===== src/rtl/timer_cnt_core_pkg.sv =====
// Shared timer constants: data/count widths, compare reset value, half selectors.
// Other debug-aware timer blocks import this package too.
package timer_cnt_core_pkg;

  localparam int DATA_W = 32;
  localparam int CNT_W  = 2 * DATA_W;

  localparam logic [CNT_W-1:0] CMP_RST = {CNT_W{1'b1}};
  localparam logic [CNT_W-1:0] CNT_ONE = {{(CNT_W-1){1'b0}}, 1'b1};

  localparam int LO = 0;
  localparam int HI = 1;

  // Replace one DATA_W-wide half of a CNT_W-wide value.
  function automatic logic [CNT_W-1:0] set_half(input logic [CNT_W-1:0] val,
                                                input int                sel,
                                                input logic [DATA_W-1:0] data);
    logic [CNT_W-1:0] res;
    res = val;
    res[sel*DATA_W +: DATA_W] = data;
    return res;
  endfunction

endpackage


===== src/rtl/timer_cnt_core_if.sv =====
// Register-decode / counter_control side bus of timer_cnt_core.
// The master modport is the decode side. The slave modport is the timer core.
interface timer_cnt_core_if;
  import timer_cnt_core_pkg::*;

  logic              cnt_en;
  logic              timer_en;
  logic              wr_cnt_lo;
  logic              wr_cnt_hi;
  logic              wr_cmp_lo;
  logic              wr_cmp_hi;
  logic [DATA_W-1:0] wdata;
  logic              int_en;
  logic              int_st_clr;
  logic              dbg_mode;
  logic              halt_req;
  logic [CNT_W-1:0]  cnt_val;
  logic [CNT_W-1:0]  cmp_val;
  logic              int_st;
  logic              tim_int;
  logic              halt_ack;

  modport master (
    output cnt_en, timer_en, wr_cnt_lo, wr_cnt_hi, wr_cmp_lo, wr_cmp_hi,
           wdata, int_en, int_st_clr, dbg_mode, halt_req,
    input  cnt_val, cmp_val, int_st, tim_int, halt_ack
  );

  modport slave (
    input  cnt_en, timer_en, wr_cnt_lo, wr_cnt_hi, wr_cmp_lo, wr_cmp_hi,
           wdata, int_en, int_st_clr, dbg_mode, halt_req,
    output cnt_val, cmp_val, int_st, tim_int, halt_ack
  );

endinterface


===== src/rtl/timer_halt_ack.sv =====
// Registered debug-halt acknowledge. It asserts one cycle after a halt request in debug mode.
// It drops one cycle after the request or debug mode goes away.
module timer_halt_ack (
  input  logic CLK,
  input  logic RST,
  input  logic i_halt_req,
  input  logic i_dbg_mode,
  output logic o_halt_ack
);

  logic r_halt_ack;

  // NOTE: the reset is synchronous, so RST sits inside the clocked branch and is not in the sensitivity list.
  always_ff @(posedge CLK) begin
    if (RST) begin
      r_halt_ack <= 1'b0;
    end else begin
      r_halt_ack <= i_halt_req & i_dbg_mode;
    end
  end

  assign o_halt_ack = r_halt_ack;

endmodule


===== src/rtl/timer_cnt_core.sv =====
// 64-bit timer count and compare registers with a sticky compare interrupt.
// Half-register software writes take priority over the disable-clear and the tick increment.
module timer_cnt_core
  import timer_cnt_core_pkg::*;
(
  input  logic             CLK,
  input  logic             RST,
  timer_cnt_core_if.slave  bus
);

  logic [CNT_W-1:0] r_cnt;
  logic [CNT_W-1:0] r_cmp;
  logic             r_int_st;
  logic             r_timer_en_q;

  logic [CNT_W-1:0] w_cnt_nxt;
  logic [CNT_W-1:0] w_cmp_nxt;
  logic             w_int_st_nxt;
  logic             w_halt_ack;
  logic             w_cnt_wr;
  logic             w_tim_fall;
  logic             w_match;

  timer_halt_ack u_halt_ack (
    .CLK        (CLK),
    .RST        (RST),
    .i_halt_req (bus.halt_req),
    .i_dbg_mode (bus.dbg_mode),
    .o_halt_ack (w_halt_ack)
  );

  assign w_cnt_wr   = bus.wr_cnt_lo | bus.wr_cnt_hi;
  assign w_tim_fall = r_timer_en_q & ~bus.timer_en;
  assign w_match    = (r_cnt == r_cmp);

  // A write to either half blocks the clear and the increment for the whole 64-bit value.
  // NOTE: every always_comb output gets a default first, so no path can infer a latch.
  always_comb begin
    w_cnt_nxt = r_cnt;
    if (w_cnt_wr) begin
      if (bus.wr_cnt_lo) w_cnt_nxt = set_half(w_cnt_nxt, LO, bus.wdata);
      if (bus.wr_cnt_hi) w_cnt_nxt = set_half(w_cnt_nxt, HI, bus.wdata);
    end else if (w_tim_fall) begin
      w_cnt_nxt = '0;
    end else if (bus.cnt_en && !w_halt_ack) begin
      w_cnt_nxt = r_cnt + CNT_ONE;
    end
  end

  always_comb begin
    w_cmp_nxt = r_cmp;
    if (bus.wr_cmp_lo) w_cmp_nxt = set_half(w_cmp_nxt, LO, bus.wdata);
    if (bus.wr_cmp_hi) w_cmp_nxt = set_half(w_cmp_nxt, HI, bus.wdata);
  end

  // If a match and a clear arrive in the same cycle, the match wins.
  always_comb begin
    w_int_st_nxt = r_int_st;
    if (w_match) begin
      w_int_st_nxt = 1'b1;
    end else if (bus.int_st_clr) begin
      w_int_st_nxt = 1'b0;
    end
  end

  // NOTE: state registers use non-blocking assignments, so every register samples values from before the edge.
  always_ff @(posedge CLK) begin
    if (RST) begin
      r_cnt        <= '0;
      r_cmp        <= CMP_RST;
      r_int_st     <= 1'b0;
      r_timer_en_q <= 1'b0;
    end else begin
      r_cnt        <= w_cnt_nxt;
      r_cmp        <= w_cmp_nxt;
      r_int_st     <= w_int_st_nxt;
      r_timer_en_q <= bus.timer_en;
    end
  end

  assign bus.cnt_val  = r_cnt;
  assign bus.cmp_val  = r_cmp;
  assign bus.int_st   = r_int_st;
  assign bus.tim_int  = r_int_st & bus.int_en;
  assign bus.halt_ack = w_halt_ack;

endmodule


===== src/flat_wrapper.sv =====
// flat-port wrapper written by rule: the top's interface ports become plain ports
module timer_cnt_core_flat import timer_cnt_core_pkg::*;
  (CLK, RST, bus_cnt_en, bus_timer_en, bus_wr_cnt_lo, bus_wr_cnt_hi, bus_wr_cmp_lo, bus_wr_cmp_hi, bus_wdata, bus_int_en, bus_int_st_clr, bus_dbg_mode, bus_halt_req, bus_cnt_val, bus_cmp_val, bus_int_st, bus_tim_int, bus_halt_ack);
  timer_cnt_core_if bus_i ();
  input  logic CLK;
  input  logic RST;
  input wire logic [$bits(bus_i.cnt_en)-1:0] bus_cnt_en;
  input wire logic [$bits(bus_i.timer_en)-1:0] bus_timer_en;
  input wire logic [$bits(bus_i.wr_cnt_lo)-1:0] bus_wr_cnt_lo;
  input wire logic [$bits(bus_i.wr_cnt_hi)-1:0] bus_wr_cnt_hi;
  input wire logic [$bits(bus_i.wr_cmp_lo)-1:0] bus_wr_cmp_lo;
  input wire logic [$bits(bus_i.wr_cmp_hi)-1:0] bus_wr_cmp_hi;
  input wire logic [$bits(bus_i.wdata)-1:0] bus_wdata;
  input wire logic [$bits(bus_i.int_en)-1:0] bus_int_en;
  input wire logic [$bits(bus_i.int_st_clr)-1:0] bus_int_st_clr;
  input wire logic [$bits(bus_i.dbg_mode)-1:0] bus_dbg_mode;
  input wire logic [$bits(bus_i.halt_req)-1:0] bus_halt_req;
  output wire logic [$bits(bus_i.cnt_val)-1:0] bus_cnt_val;
  output wire logic [$bits(bus_i.cmp_val)-1:0] bus_cmp_val;
  output wire logic [$bits(bus_i.int_st)-1:0] bus_int_st;
  output wire logic [$bits(bus_i.tim_int)-1:0] bus_tim_int;
  output wire logic [$bits(bus_i.halt_ack)-1:0] bus_halt_ack;
  assign bus_i.cnt_en = bus_cnt_en;
  assign bus_i.timer_en = bus_timer_en;
  assign bus_i.wr_cnt_lo = bus_wr_cnt_lo;
  assign bus_i.wr_cnt_hi = bus_wr_cnt_hi;
  assign bus_i.wr_cmp_lo = bus_wr_cmp_lo;
  assign bus_i.wr_cmp_hi = bus_wr_cmp_hi;
  assign bus_i.wdata = bus_wdata;
  assign bus_i.int_en = bus_int_en;
  assign bus_i.int_st_clr = bus_int_st_clr;
  assign bus_i.dbg_mode = bus_dbg_mode;
  assign bus_i.halt_req = bus_halt_req;
  assign bus_cnt_val = bus_i.cnt_val;
  assign bus_cmp_val = bus_i.cmp_val;
  assign bus_int_st = bus_i.int_st;
  assign bus_tim_int = bus_i.tim_int;
  assign bus_halt_ack = bus_i.halt_ack;
  timer_cnt_core u_core (.CLK(CLK), .RST(RST), .bus(bus_i));
endmodule

===== config.mk =====
export PLATFORM = sky130hd
export DESIGN_NAME = timer_cnt_core_flat
export DESIGN_NICKNAME = d
export VERILOG_FILES = /design/src/rtl/timer_cnt_core_pkg.sv /design/src/rtl/timer_cnt_core_if.sv /design/src/rtl/timer_halt_ack.sv /design/src/rtl/timer_cnt_core.sv /design/src/flat_wrapper.sv
export SDC_FILE = /design/constraint.sdc
export NUM_CORES = 1
export LEC_CHECK = 0
export ABC_AREA = 1
export CORE_MARGIN = 5
export CORE_UTILIZATION = 39
export CTS_CLUSTER_DIAMETER = 40
export DETAILED_ROUTE_END_ITERATION = 8
export PLACE_DENSITY = 0.64
export SETUP_SLACK_MARGIN = 0.05
export SLEW_MARGIN = 20
export SYNTH_ARGS = -nofsm -noshare
export SYNTH_HDL_FRONTEND = slang
export SYNTH_SLANG_ARGS = --single-unit

===== constraint.sdc =====
create_clock -name CLK -period 3 [get_ports CLK]
set_input_delay 0.6 -clock CLK [delete_from_list [all_inputs] [get_ports CLK]]
set_output_delay 0.6 -clock CLK [all_outputs]
set_load 0.02 [all_outputs]

==> reports/metrics.yaml, run 1 <==
pwr:
  p_int_mw: 3.68
  p_total_mw: 5.42
  power_density_mw_per_mm2: 498
  peakVddDrop_mv: 0.382
  sw_frac_of_total: 0.321
  power_frac_comb: 0.204
  p_leak_nw: 4.59
  p_seq_frac: 0.383
  pwr-share-clk: 0.413
  power.net_switching_mw: 1.74
global_routing:
  grt_pass1_vias: 8876
  grt.busiest_layer: "met2"
  met2_usage: 0.433
  grt_pass1_wl_um: 51500
  grt_max_degree: 51
  grtUsageMet3: 0.0574
  gr-total-overflow: 0
  antenna_found_initial: 0
  track_usage: 0.273
  use_met1: 0.373
critical_path:
  worst_setup_path_end_kind: "output port"
  r2r_cells: 10
  crit_chain: "clkdlybuf4s50_1"
  worstSetupPathType: "flip-flop to output port"
  path_delay_family: "buffers and inverters"
  cp.required_ns: 2.40
  crit_slowest_cell: "clkdlybuf4s50_1"
  arrival_ns: 1.74
  worstSetupStartpointType: "flip-flop"
  max_stage_delay_ns: 0.70
  path_depth: 1
  crit_fanout: 8
  crit_buf_inv: 1
clock_network:
  clk_path_buf_depth: 2
  cts-root-buf: "clkbuf_16"
  clkTransAtPathRegs_ns: 0.07
  cts_resized: 0
  post_cts_buffers: 0
  cts_made_buffers: 17
  clock-sinks: 131
  cts_tree: "built"
  cts_hold_buf: 0
  htree_levels: 4
  insertion_delay_ns: 0.44
drt:
  drt_iter0_markers: 688
  drc: 0
  vias_per_cell: 5.24
  ant_nets: 0
  wl_per_cell_um: 18.2
  totalWireLength_um: 33400
  drtPass1Iterations: 5
  vias: 9625
synth:
  yosysTopAreaCellShare: 0.317
  synth_area_leaders: "dfxtp_1 32%, nand2_1 17%, a21oi_1 11%"
  yosys-top-cells-count: "381 x nand2_1, 186 x a21oi_1, 174 x nor2_1"
  synth_flop_cell: "dfxtp_1"
  syn-num-nets: 1439
  synth.cell_area_mm2: 0.00826
  synth_seq_cells: 131
  avgSynthCellArea_um2: 5.93
  ys_seq_area_frac: 0.317
  synthCells: 1394
  synth.most_common_cell: "nand2_1"
  synthArstFlopShare: 0
  ys_warn_count: 0
  synth_edf_count: 0
  synth_top_area_cell: "dfxtp_1"
  synth_cell_types: 30
worst_hold_path:
  hold_depth: 2
  min_path_type: "flip-flop to flip-flop"
timing:
  skew_ns: 0.0137
  finalSetupTns_ns: 0
  tightestPinTransition_ns: 0.695
  min_period_ns: 2.34
  setup_viol: 0
  finalHoldViolCount: 0
  slew_headroom: 0.536
  fmax_mhz: 427
  finalCritPeriodShare: 0.780
  maxSlewViolCount: 0
  rsz0062_at_grt: "no"
floorplan:
  core-area_mm2: 0.0210
  start_util: 0.394
  ioPinCount: 175
  die-area_mm2: 0.0242
  rows: 53
  fp.dieW_um: 156
  die_h_um: 156
cells_and_area:
  area.growth.synth_to_final_pct: 31.8
  fin_util: 0.519
  design_area_mm2: 0.0109
  layout.nets: 1594
  drive_above_1_share: 0.0653
  diodes: 0
  final_cells: 1837
placed_design:
  io_buffers: 174
  place_inst: 1805
  placed_cell_area_mm2: 0.0103
  dpl.hpwl_um: 25200
  gp_congestion: 0.957
status:
  status: "finished, final reports clean"
run:
  drv_cap: 0
## per-stage QoR
| step | worst slack [ns] | hold slack, ns |
|---|---|---|
| 6_report | 0.659 | 0.489 |
| 2_1_floorplan | 1.28 | 0.524 |
| 3_3_place_gp | 0.657 | 0.474 |
| 3_5_place_dp | 0.658 | 0.479 |
| 4_1_cts | 0.656 | 0.492 |
| 5_1_grt | 0.619 | 0.517 |
## final timing paths
check / to / startpoint / slack, ns
setup / recovery: bus_cnt_val[16] / u_core.bus.cnt_val[16] / 0.66
hold / removal: u_core.bus.int_st / u_core.bus.int_st / 0.49
setup reg to reg: u_core.bus.cnt_val[38] / u_core.bus.cnt_val[0] / 0.82
hold reg to reg: u_core.bus.int_st / u_core.bus.int_st / 0.49
## layout make-up
cell class | count | area [µm²]
clock buffers | 19 | 443
clock inverters | 13 | 171
fillers | 2209 | 10100
inverters | 161 | 604
multi-input cells | 1049 | 4820
flip-flops and latches | 131 | 2620
well taps | 275 | 344
repair buffers | 189 | 1880
## cells in the final DEF, fill, tap and decap left out, drive strengths merged, types with 2 or more instances in the layout
master and instances:
o21ai 150, dfxtp 131, o211ai 4, nand4 11
a31oi 2, clkinvlp 2, nand3b 2, o221ai 2
clkinv 3, nand2 403, clkdlybuf4s50 172, bufinv 3
xor2 19, a21oi 186, nand3 69, clkbuf 19
buf 17, inv 166, nor2 195, o21bai 2
## per-layer routing
layer	vias up	routed length, µm
met5	-	0
met4	0	811
met3	46	2740
met2	392	15300
met1	4397	14600
li1	4790	-
## registers in the layout, indices dropped and copies added, names as in the netlist
register / cells
u_core.bus.cmp_val: 64
u_core.bus.cnt_val: 64
u_core.bus.int_st: 1
u_core.r_timer_en_q: 1
u_core.u_halt_ack.o_halt_ack: 1
## power by group through the flow
stage                     combinational, mW  clock, mW  sequential, mW
after floorplan                       0.457          0            2.21
after detailed placement               1.10          0            2.11
after CTS                              1.10       2.25            2.07
after global routing                   1.20       2.35            2.10
final                                  1.10       2.24            2.08
after global placement                 1.08          0            2.11
## cells by family (layout without fill, tap and decap cells)
family | Yosys count | count (layout) | share of synthesized area
compound gates | 348 | 348 | 0.214
xor+xnor | 19 | 19 | 0.0201
fa+ha+maj | 1 | 1 | 0.00151
buf+inv | 214 | 382 | 0.0992
flops | 131 | 131 | 0.317
simple gates | 681 | 681 | 0.347
(Power assumes the default switching activity.)
==> inputs of run 2 (changes only) <==
- PLACE_DENSITY: 0.64 -> 0.66
- clock period: 3 -> 2 ns (I/O delays scaled with it)
==> reports/metrics.yaml, run 2 (synthesis results as in run 1) <==
status:
  status: "finished, final reports clean"
timing:
  maxSlewViolCount: 0  # unchanged
  slew_headroom: 0.645  # +0.109
  finalCritPeriodShare: 0.951
  min_period_ns: 1.90
  fmax_mhz: 526
  finalHoldViolCount: 0  # unchanged
  setup_viol: 0  # unchanged
  finalSetupTns_ns: 0  # unchanged
  rsz0062_at_grt: "yes"
  skew_ns: 0.00732  # -0.00640 ns
  tightestPinTransition_ns: 0.532  # -0.163 ns
  finalWorstSetupSlack_ns: 0.0975  # -0.561 ns
floorplan:
  start_util: 0.394  # unchanged
  core-area_mm2: 0.0210  # unchanged
  rows: 53  # unchanged
  ioPinCount: 175  # unchanged
  die_h_um: 156  # unchanged
  fp.dieW_um: 156  # unchanged
  die-area_mm2: 0.0242  # unchanged
clock_network:
  cts_made_buffers: 17  # unchanged
  cts-root-buf: "clkbuf_16"
  cts_tree: "built"
  clkTransAtPathRegs_ns: 0.06  # about the same
  htree_levels: 4  # unchanged
  insertion_delay_ns: 0.43  # about the same
  cts_hold_buf: 0  # unchanged
  clk_path_buf_depth: 2  # unchanged
  clock-sinks: 131  # unchanged
global_routing:
  grt_max_degree: 52  # +2.0%
  gr-total-overflow: 0  # unchanged
  grt_pass1_wl_um: 52300  # +1.5%
  grt_pass1_vias: 9257  # +4.3%
  track_usage: 0.276  # +0.00266
  antenna_found_initial: 0  # unchanged
worst_hold_path:
  hold_depth: 2  # unchanged
  min_to: "u_core.bus.cmp_val[33]"
  min_path_type: "input port to flip-flop"
  hp-start: "bus_wr_cmp_hi"
pwr:
  pwr-share-clk: 0.430  # +0.017
  p_int_mw: 5.89  # +60%
  p_leak_nw: 5.38  # +17%
  p_seq_frac: 0.363  # -0.020
  sw_frac_of_total: 0.304  # -0.0177
  power.net_switching_mw: 2.57  # +48%
  power_frac_comb: 0.207  # +0.003
  peakVddDrop_mv: 0.544  # +43%
  power_density_mw_per_mm2: 741  # +49%
drt:
  vias_per_cell: 5.26  # +0.47%
  drt_iter0_markers: 843  # +23%
  ant_nets: 0  # unchanged
  drc: 0  # unchanged
  vias: 9902  # +2.9%
  drtPass1Iterations: 5  # unchanged
  wl_per_cell_um: 18.1  # -0.39%
  totalWireLength_um: 34100  # +2.0%
critical_path:
  crit_slowest_cell: "clkdlybuf4s50_1"
  worstSetupStartpointType: "flip-flop"
  rrSetupSlack_ns: 0.17  # -0.65 ns
  crit_chain: "clkdlybuf4s50_1"
  reg2reg_from: "u_core.bus.cnt_val[33]"
  crit_buf_inv: 1  # unchanged
  cp.required_ns: 1.60  # -0.80 ns
  path_delay_family: "buffers and inverters"
  worst_setup_path_end_kind: "output port"
  r2r_cells: 10  # unchanged
  max_stage_delay_ns: 0.64  # -0.06 ns
  r2r_end: "u_core.bus.int_st"
  arrival_ns: 1.50  # -0.24 ns
  crit_fanout: 7  # -1
  worstSetupPathType: "flip-flop to output port"
placed_design:
  dp_slack_ns: 0.0527  # -0.605 ns
  io_buffers: 174  # unchanged
  gp_congestion: 0.959  # +0.19%
  dpl.hpwl_um: 26400  # +4.5%
  place_inst: 1849  # +2.4%
cells_and_area:
  mostFrequentLayoutCell: "nand2_1"
  area.growth.synth_to_final_pct: 38.2
  drive_above_1_share: 0.101  # +0.0362
  final_cells: 1881  # +2.4%
  diodes: 0  # unchanged
  final_cell_mix: "379 x nand2_1, 186 x a21oi_1, 168 x nor2_1, 151 x inv_1"
  layout.nets: 1638  # +2.8%
run:
  drv_cap: 0  # unchanged
[run 2: cell types whose count changed in the layout (fill, tap and decap cells not counted), moves of 4 or more]
cell	previous run	this run
dlygate4sd2_1	0	34
dfxtp_2	0	8
buf_12	3	9
dfxtp_1	131	123
dlymetal6s2s_1	0	24
nor2_2	13	18
clkdlybuf4s50_1	172	114
inv_6	5	1
nor2_1	174	168
buf_4	12	50
[run 2: metal layers]
layer,share of wire,GRT usage,vias up
li1,-,-,4879
met5,0,0,-
met1,0.45,0.379,4647
met3,0.062,0.0366,43
met4,0.023,0.0855,0
met2,0.46,0.451,333
[run 2: how the worst max path moves through the flow]
stage                           start                endpoint  depth (start not counted)
3_5_place_dp               bus_int_en             bus_tim_int                          4
3_3_place_gp               bus_int_en             bus_tim_int                          4
6_report       u_core.bus.cnt_val[42]         bus_cnt_val[42]                          1
4_1_cts         u_core.bus.cnt_val[9]          bus_cnt_val[9]                          2
2_1_floorplan   u_core.bus.cnt_val[1]  u_core.bus.cnt_val[62]                         10
5_1_grt        u_core.bus.cnt_val[28]  u_core.bus.cnt_val[57]                          8
[run 2: final cells by class]
type	count	area [µm²]
well taps	275	344
repair buffers	233	2300
flip-flops and latches	131	2630
clock inverters	11	198
clock buffers	21	480
multi-input cells	1049	4850
fillers	2159	9540
inverters	161	604
[run 2: timing repair]
item	CTS	global route
setup buffers	0	0
setup endpoints to repair	40	43
hold endpoints to repair	0	0
pin swaps	0	0
gates resized for setup	41	36
[run 2: per-stage QoR]
step	hold slack (ns)	utilization	total power, mW	instance area [µm²]
floorplan	0.514	-	4.00	8260
global placement	0.475	0.509	4.89	10700
detailed placement	0.475	0.509	4.91	10700
CTS	0.392	0.540	8.48	11300
global route	0.423	0.545	8.79	11400
finish	0.404	0.545	8.46	11400
[run 2: power by group through the flow]
| stage | Clock, mW | Combinational [mW] | Sequential, mW |
|---|---|---|---|
| after global routing | 3.78 | 1.91 | 3.11 |
| after floorplan | 0 | 0.686 | 3.31 |
| after detailed placement | 0 | 1.79 | 3.12 |
| after global placement | 0 | 1.77 | 3.12 |
| final | 3.63 | 1.75 | 3.07 |
| after CTS | 3.66 | 1.76 | 3.07 |
